### src/rtl/img_ctrl_pkg.sv
// Shared defaults, FSM encodings and bank index type for the frame BRAM ping-pong controller.
package img_ctrl_pkg;

    localparam int ADDRA_W_DEF    = 11;
    localparam int ADDRB_W_DEF    = ADDRA_W_DEF - 2;
    localparam int BANK_BYTES_DEF = 2048;

    typedef enum logic [1:0] {
        W_IDLE = 2'd0,
        W_FILL = 2'd1,
        W_DONE = 2'd2
    } wr_state_t;

    typedef enum logic [1:0] {
        R_IDLE  = 2'd0,
        R_ISSUE = 2'd1,
        R_BEAT  = 2'd2
    } rd_state_t;

    typedef logic bank_t;

    // Each 32-bit read word carries four write-side bytes.
    function automatic int bank_words(input int bank_bytes);
        return bank_bytes / 4;
    endfunction

endpackage

### src/rtl/pp_bank_tracker.sv
// Full flags and write/read bank pointers shared by the fill and drain FSMs.
module pp_bank_tracker
    import img_ctrl_pkg::*;
(
    input  logic       CLK,
    input  logic       RESET,
    input  logic       set_full,
    input  logic       clr_full,
    output logic [1:0] full,
    output bank_t      wbank,
    output bank_t      rbank
);

    // Set and clear always address different banks, so both updates land.
    always_ff @(posedge CLK) begin
        if (RESET) begin
            full  <= '0;
            wbank <= 1'b0;
            rbank <= 1'b0;
        end else begin
            if (set_full) begin
                full[wbank] <= 1'b1;
                wbank       <= ~wbank;
            end
            if (clr_full) begin
                full[rbank] <= 1'b0;
                rbank       <= ~rbank;
            end
        end
    end

endmodule

### src/rtl/bram_pingpong_ctrl.sv
// Ping-pong fill/drain scheduler for two 8-bit-write / 32-bit-read frame BRAMs.
// Optional stall counter enabled by defining PINGPONG_STALL_CNT_EN.
module bram_pingpong_ctrl
    import img_ctrl_pkg::*;
#(
    parameter int ADDRA_W    = ADDRA_W_DEF,
    parameter int ADDRB_W    = ADDRB_W_DEF,
    parameter int BANK_BYTES = BANK_BYTES_DEF,
    parameter int NUM_BLOCKS = 4
) (
    input  logic               CLK,
    input  logic               RESET,
    input  logic               start,
    input  logic               src_valid,
    output logic               src_ready,
    output logic               wea1,
    output logic               wea2,
    output logic               ena,
    output logic [ADDRA_W-1:0] addra,
    output logic               enb1,
    output logic               enb2,
    output logic [ADDRB_W-1:0] addrb,
    output logic               rd_bank,
    output logic [1:0]         sel,
    output logic               out_valid,
    input  logic               out_ready,
    output logic               busy,
    output logic               complete,
    output logic [15:0]        stall_cnt
);

    localparam int BANK_WORDS = bank_words(BANK_BYTES);
    localparam int BLK_W      = $clog2(NUM_BLOCKS + 1);

    wr_state_t          wstate;
    rd_state_t          rstate;
    logic [ADDRA_W-1:0] wr_cnt;
    logic [ADDRB_W-1:0] rd_word;
    logic [1:0]         beat;
    logic [BLK_W-1:0]   blk_wr;
    logic [BLK_W-1:0]   blk_rd;
    logic [1:0]         full;
    bank_t              wbank;
    bank_t              rbank;

    logic start_acc, wr_fire, rd_fire, last_byte, last_word_beat, frame_end;

    pp_bank_tracker u_tracker (
        .CLK      (CLK),
        .RESET    (RESET),
        .set_full (last_byte),
        .clr_full (last_word_beat),
        .full     (full),
        .wbank    (wbank),
        .rbank    (rbank)
    );

    assign start_acc      = start && !busy;
    assign src_ready      = (wstate == W_FILL) && !full[wbank];
    assign wr_fire        = src_valid && src_ready;
    assign wea1           = wr_fire && (wbank == 1'b0);
    assign wea2           = wr_fire && (wbank == 1'b1);
    assign ena            = wr_fire;
    assign addra          = wr_cnt;
    assign last_byte      = wr_fire && (wr_cnt == ADDRA_W'(BANK_BYTES - 1));

    assign enb1           = (rstate == R_ISSUE) && (rbank == 1'b0);
    assign enb2           = (rstate == R_ISSUE) && (rbank == 1'b1);
    assign addrb          = rd_word;
    assign rd_bank        = rbank;
    assign out_valid      = (rstate == R_BEAT);
    assign sel            = beat;
    assign rd_fire        = out_valid && out_ready;
    assign last_word_beat = rd_fire && (beat == 2'd3) && (rd_word == ADDRB_W'(BANK_WORDS - 1));
    assign frame_end      = last_word_beat && (blk_rd == BLK_W'(1));

    always_ff @(posedge CLK) begin
        if (RESET) begin
            wstate   <= W_IDLE;
            rstate   <= R_IDLE;
            busy     <= 1'b0;
            complete <= 1'b0;
            wr_cnt   <= '0;
            rd_word  <= '0;
            beat     <= '0;
            blk_wr   <= '0;
            blk_rd   <= '0;
        end else begin
            complete <= frame_end;

            if (start_acc) begin
                busy   <= 1'b1;
                blk_wr <= BLK_W'(NUM_BLOCKS);
                blk_rd <= BLK_W'(NUM_BLOCKS);
                wstate <= W_FILL;
            end

            if (wr_fire) begin
                if (last_byte) begin
                    wr_cnt <= '0;
                    blk_wr <= blk_wr - 1'b1;
                    if (blk_wr == BLK_W'(1))
                        wstate <= W_DONE;
                end else begin
                    wr_cnt <= wr_cnt + 1'b1;
                end
            end

            case (rstate)
                R_IDLE:  if (busy && full[rbank]) rstate <= R_ISSUE;
                R_ISSUE: rstate <= R_BEAT;
                R_BEAT: begin
                    if (rd_fire) begin
                        beat <= beat + 1'b1;
                        if (beat == 2'd3) begin
                            if (last_word_beat) begin
                                rd_word <= '0;
                                blk_rd  <= blk_rd - 1'b1;
                                rstate  <= R_IDLE;
                            end else begin
                                rd_word <= rd_word + 1'b1;
                                rstate  <= R_ISSUE;
                            end
                        end
                    end
                end
                default: rstate <= R_IDLE;
            endcase

            // Frame end overrides everything above: both sides return to idle together.
            if (frame_end) begin
                busy   <= 1'b0;
                wstate <= W_IDLE;
                rstate <= R_IDLE;
            end
        end
    end

`ifdef PINGPONG_STALL_CNT_EN
    logic [15:0] stall_q;

    always_ff @(posedge CLK) begin
        if (RESET)
            stall_q <= '0;
        else if (start_acc)
            stall_q <= '0;
        else if (out_valid && !out_ready && (stall_q != '1))
            stall_q <= stall_q + 1'b1;
    end

    assign stall_cnt = stall_q;
`else
    assign stall_cnt = '0;
`endif

endmodule

### config.mk
export PLATFORM = sky130hd
export DESIGN_NAME = bram_pingpong_ctrl
export DESIGN_NICKNAME = d
export VERILOG_FILES = /design/src/rtl/img_ctrl_pkg.sv /design/src/rtl/pp_bank_tracker.sv /design/src/rtl/bram_pingpong_ctrl.sv
export SDC_FILE = /design/constraint.sdc
export NUM_CORES = 1
export LEC_CHECK = 0
export BUFFER_PORTS_ARGS = -buffer_cell sky130_fd_sc_hd__buf_2
export CELL_PAD_IN_SITES_DETAIL_PLACEMENT = 0
export CELL_PAD_IN_SITES_GLOBAL_PLACEMENT = 2
export CORE_ASPECT_RATIO = 1.1
export CORE_MARGIN = 4
export CORE_UTILIZATION = 30
export DETAILED_ROUTE_END_ITERATION = 8
export PLACE_DENSITY_LB_ADDON = 0.08
export SKIP_CTS_REPAIR_TIMING = 1
export SYNTH_ARGS = -nofsm -noshare
export SYNTH_HDL_FRONTEND = slang
export SYNTH_HIERARCHICAL = 1
export SYNTH_SLANG_ARGS = --single-unit
### constraint.sdc
create_clock -name CLK -period 2.4 [get_ports CLK]
set_clock_uncertainty 0.15 [all_clocks]
set_input_delay 0.24 -clock CLK [delete_from_list [all_inputs] [get_ports CLK]]
set_output_delay 0.24 -clock CLK [all_outputs]
set_load 0.01 [all_outputs]
After elaboration in Yosys (flattened, before gate mapping)
Cells that the tools add are included.
{"block": "classes", "magnitude_cmp": 4, "add_sub_neg": 5, "n_shift": 0, "reduce_logical": 22, "muxes": 30, "div": 0, "n_mul": 0, "n_eq_ne": 11, "bitwise": 5}
{"cell": "two-way mux 3 bit", "n": 8}
{"cell": "two-way mux 2 bit", "n": 10}
{"cell": "logical AND 1 bit", "n": 15}
{"cell": "adder 11 x 1 -> 11 bit (second input constant)", "n": 1}
{"cell": "== test 11 bit (second input constant)", "n": 1}
{"cell": "two-way mux 11 bit", "n": 1}
{"cell": "adder 9 x 1 -> 9 bit (second input constant)", "n": 1}
{"cell": "== test 9 bit (second input constant)", "n": 1}
{"cell": "two-way mux 9 bit", "n": 1}
{"cell": "two-way mux 1 bit", "n": 7}
{"cell": "== test 3 x 1 -> 1 bit (second input constant)", "n": 2}
{"cell": "case mux 2 bit (3 select lines)", "n": 1}
{"cell": "AND reduction 3 bit", "n": 2}
{"cell": "subtractor 3 x 1 -> 3 bit (second input constant)", "n": 2}
{"cell": "== test 2 x 1 -> 1 bit (second input constant)", "n": 2}
{"cell": "== test 2 bit (second input constant)", "n": 2}
{"cell": "less-than comparator 1 x 2 -> 1 bit (second input constant)", "n": 2}
{"cell": "inequality test 2 x 1 -> 1 bit (second input constant)", "n": 2}
{"cell": "adder 2 x 1 -> 2 bit (second input constant)", "n": 1}
{"cell": "bitwise AND 2 bit", "n": 1}
{"cell": "demux 1 bit (select 1 bit)", "n": 2}
{"cell": ">= comparator 1 bit (second input constant)", "n": 2}
{"cell": "zero test 1 bit", "n": 2}
{"cell": "zero test 2 bit", "n": 1}
{"cell": "6 further kinds", "n": 7}
{"block": "totals", "mem_bits_ro": 0, "word_cells": 89, "input_bits": 5, "ram_bits": 0, "register_bits": 38, "latchBits": 0, "output_inout_bits": 48, "mem_count": 0}

Logic depth before layout (Yosys ltp)
{"block": "logic_depth", "depth_word": 10, "depth_mapped": 8, "ltp_nobuf": 8}

By module
The synthesis kept the hierarchy.
{"mod": "bram_pingpong_ctrl", "seq_area_each_um2": 680.7, "area_per_inst_um2": 1816.7, "instances": 1, "cells_each": 218}
{"mod": "pp_bank_tracker", "seq_area_each_um2": 80.1, "area_per_inst_um2": 145.1, "instances": 1, "cells_each": 14}

Worst setup path after synthesis
Ideal clock, no wire load.
{"block": "synth_path", "path_type": "register -> register", "from": "reg wr_cnt[0] (netlist: addra[0])", "to": "reg u_tracker.full[0]", "t_required_ns": 2.164, "path_stages_with_launch": 8, "arrival_ns": 1.820, "path_slack_ns": 0.344, "setup_ns": 0.086, "period_less_slack_ns": 2.056, "path_buffers": 1, "cell_sequence": "dfxtp_1 ha_1 nand4b_1 nand2b_1 clkbuf_1 nor4_1 nand2b_1 a221oi_2"}
{"block": "synth_via", "elab_chain_len": 6}
{"element": "start: declaration", "line": "bram_pingpong_ctrl.sv:37", "text": "logic [ADDRA_W-1:0] wr_cnt;"}
{"element": "start signal: assignment", "line": "bram_pingpong_ctrl.sv:105", "text": "wr_cnt <= wr_cnt + 1'b1;"}
{"element": "== test 11 bit *", "line": "bram_pingpong_ctrl.sv:65", "text": "assign last_byte = wr_fire && (wr_cnt == ADDRA_W'(BANK_BYTES - 1));"}
{"element": "logical AND 1 bit *", "line": "bram_pingpong_ctrl.sv:65"}
{"element": "via last_byte", "line": "bram_pingpong_ctrl.sv:46", "text": "logic start_acc, wr_fire, rd_fire, last_byte, last_word_beat, frame_end;"}
{"element": "two-way mux 2 bit *", "line": "pp_bank_tracker.sv:21", "text": "if (set_full) begin"}
{"element": "two-way mux 2 bit *", "line": "pp_bank_tracker.sv:16", "text": "if (RESET) begin"}
{"element": "bitwise AND 2 bit (no line)"}
{"element": "two-way mux 2 bit *", "line": "pp_bank_tracker.sv:25", "text": "if (clr_full) begin"}
{"element": "end signal: assignment", "line": "pp_bank_tracker.sv:17", "text": "full <= '0;"}
{"element": "end signal: indexed assignment", "line": "pp_bank_tracker.sv:22", "text": "full[wbank] <= 1'b1;"}
{"element": "end signal: indexed assignment", "line": "pp_bank_tracker.sv:26", "text": "full[rbank] <= 1'b0;"}
{"element": "end: declaration", "line": "pp_bank_tracker.sv:9", "text": "output logic [1:0] full,"}
Mark *: on every way through the listed nets, which the timed path passes. The rest lies on a longest branch. The select of a mux whose other input is x is not followed.
A chain may end at the register's enable or synchronous reset.

Final worst setup path
Same ends and word-level chain as after synthesis.

==> results.ini <==
[timing]
fin_crit_ns=2.116
maxSlewViolCount=0
hold_viol=0
finalSetupViolCount=0
fin_crit_sh_pct=88.18
rsz0062_at_grt=false
fmax_mhz=472.5
maxSlewHeadroom_pct=63.16
tns_ns=0
worst_pin_slew_ns=0.5476
setup_ws_ns=0.2837

[grt]
grt_pass1_vias=1483
grt_max_degree=17
grt_pass1_wl_mm=7.341
antenna_found_initial=0
track_usage_pct=11.69
grt_overflow_total=0

[synthesis]
yosysTopAreaCell=dfxtp_1
synth_cells=232
synth_edf_count=0
synthFlopType=dfxtp_1
synth-seq-cells=38
yosysSeqAreaShare_pct=38.78
netlist.area_leader.share_pct=38.78
synth_area_leaders=dfxtp_1 (39%), buf_4 (6.1%), ha_1 (5.1%), xnor2_1 (4.9%), nor2_1 (4.4%)
ys_types=45
async_flop_share_pct=0
yosysWarnings=6
avgSynthCellArea_um2=8.456
synthesis.area_mm2=0.001962

[final_layout]
n_antenna_cell=0
final.fill_count=693
layout_commonest_cell=dfxtp_1
layout.cells.non_filler=355
layout.cells.most_common_list=dfxtp_1 (38), buf_2 (36), nor2_1 (23)
syn_to_final_growth_pct=17.54
regArea_um2=760.7
multi_input_area_mm2=0.001069
fin_nets=287
layout-drive-gt1-share_pct=20.00

[clocking]
cts_buffer_depth=2
cts_root_buf=clkbuf_8
path_clk_slew_ns=0.08
cts.htree.levels=2
clkLatencyLatePin_ns=0.29
cts_made_buffers=5
clkSinkCount=38
cts_tree=done

[pwr]
clkPwrFrac_pct=43.4
combinationalPowerShare_pct=5.2
p_per_area_mw_per_mm2=545.9
seqPwrFrac_pct=51.4
total_power_mw=1.259
p_sw_mw=0.2888
internal-power_mw=0.9701
leakage_nw=0.9563
p_sw_share_pct=22.94
vdd_ir_drop_max_mv=0.1997

[worst_setup_path]
start_kind=flop
cp_data_arrival_time_ns=2.17
critPathMaxFanout=6
cp.required_ns=2.46
crit_start=addra[0]
cp-end-kind=flop
worstReg2RegStart=addra[0]
crit_type=reg2reg

[placement]
place_hpwl_mm=3.411
place_ws_ns=0.2731
gp_congestion=0.7012
dpl.cell_count=347
io_buffers=36

[drt]
firstDrtPassIters=4
drtAntennaViolNets=0
post_drt_wl_per_cell_um=12.59
drc=0
dr.first_iter.drc_count=52
vias=1604
viasPerCell=4.518
drt-total-wl_mm=4.468

[floorplan]
fp.dieW_um=85.11
coreArea_mm2=0.006269
die_h_um=92.82
initial_core_util_pct=31.30
row_count=30
fp.dieArea_mm2=0.007899
ioPinCount=53

[run]
maxCapViolations=0

[worst_hold_path]
hp-class=in2reg
worstHoldStart=start

[status]
status=finished clean

## metal layers
metal	up-vias	share of wire, %	global-route usage [%]
li1	845	-	-
met1	718	48	15.49
met2	33	45	18.01
met3	8	4.7	2.402
met4	0	1.9	5.541
met5	-	0	0
## registers in the layout, indices dropped and copies added, names as in the netlist
register / count
u_tracker/rbank: 1
rstate: 2
blk_rd: 3
u_tracker/wbank: 1
wstate: 2
busy: 1
u_tracker/full: 2
sel: 2
addrb: 9
addra: 11
complete: 1
blk_wr: 3
## synth_stat cells, types with 3 or more instances
| master | n |
|---|---|
| dfxtp_1 | 38 |
| nor2_1 | 23 |
| nand2_1 | 21 |
| buf_4 | 16 |
| a21oi_1 | 13 |
| inv_1 | 12 |
| xnor2_1 | 11 |
| nand3_1 | 9 |
| ha_1 | 8 |
| nor3_1 | 8 |
| nor2b_1 | 7 |
| nand2b_1 | 6 |
| clkbuf_1 | 5 |
| or3_1 | 5 |
| nor4_1 | 4 |
| o21ai_0 | 4 |
| xor2_1 | 4 |
| mux2_2 | 3 |
## final cells by class
class,count,share of cell area [%]
repair buffers,42,9.767
well taps,80,4.341
inverters,12,1.953
multi-input cells,175,46.34
flip-flops and latches,38,32.99
clock buffers,7,3.310
clock inverters,1,1.302
## metrics by stage
step                area [um2]  utilization (%)  hold slack (ns)
floorplan                 2018                -           0.1562
global placement          2200            35.09           0.3258
detailed placement        2200            35.09           0.3207
CTS                       2306            36.79          0.03207
global route              2306            36.79          0.05452
finish                    2306            36.79          0.03426
## power by group through the flow
stage               logic [mW]  clock network [mW]  registers (mW)
finish                  0.0654               0.547           0.647
global route            0.0731               0.596           0.649
CTS                     0.0661               0.569           0.647
detailed placement      0.0659                   0           0.662
global placement        0.0673                   0           0.662
floorplan               0.0604                   0           0.662
## final timing paths
kind,slack (ns),depth (start not counted),to
worst min-delay path,0.03,3,busy
worst min register to register,0.33,2,sel[1]
worst max-delay path,0.28,6,u_tracker/full[0]
worst max register to register,0.28,6,u_tracker/full[0]
## cells by family (layout without fill, tap and decap cells)
kind of cell,Yosys count,in the layout,synth area share [%]
buffers and inverters,34,62,9.630
flip-flops,38,38,38.78
multiplexers,5,5,2.742
AO/OA/AOI/OAI,33,33,10.91
AND/OR/NAND/NOR,98,98,25.96
adder cells (fa/ha/maj),8,8,5.102
other,1,16,0.1911
XOR/XNOR,15,15,6.696
## worst max-delay path, stage by stage (launching register included)
cell and delay [ns]:
dfxtp_1 0.41, ha_1 0.18, nand4b_1 0.17, nand2b_1 0.21
nor4_1 0.49, nand2b_1 0.17, a221oi_2 0.25
Note: power is estimated with default switching activity, not from simulation.
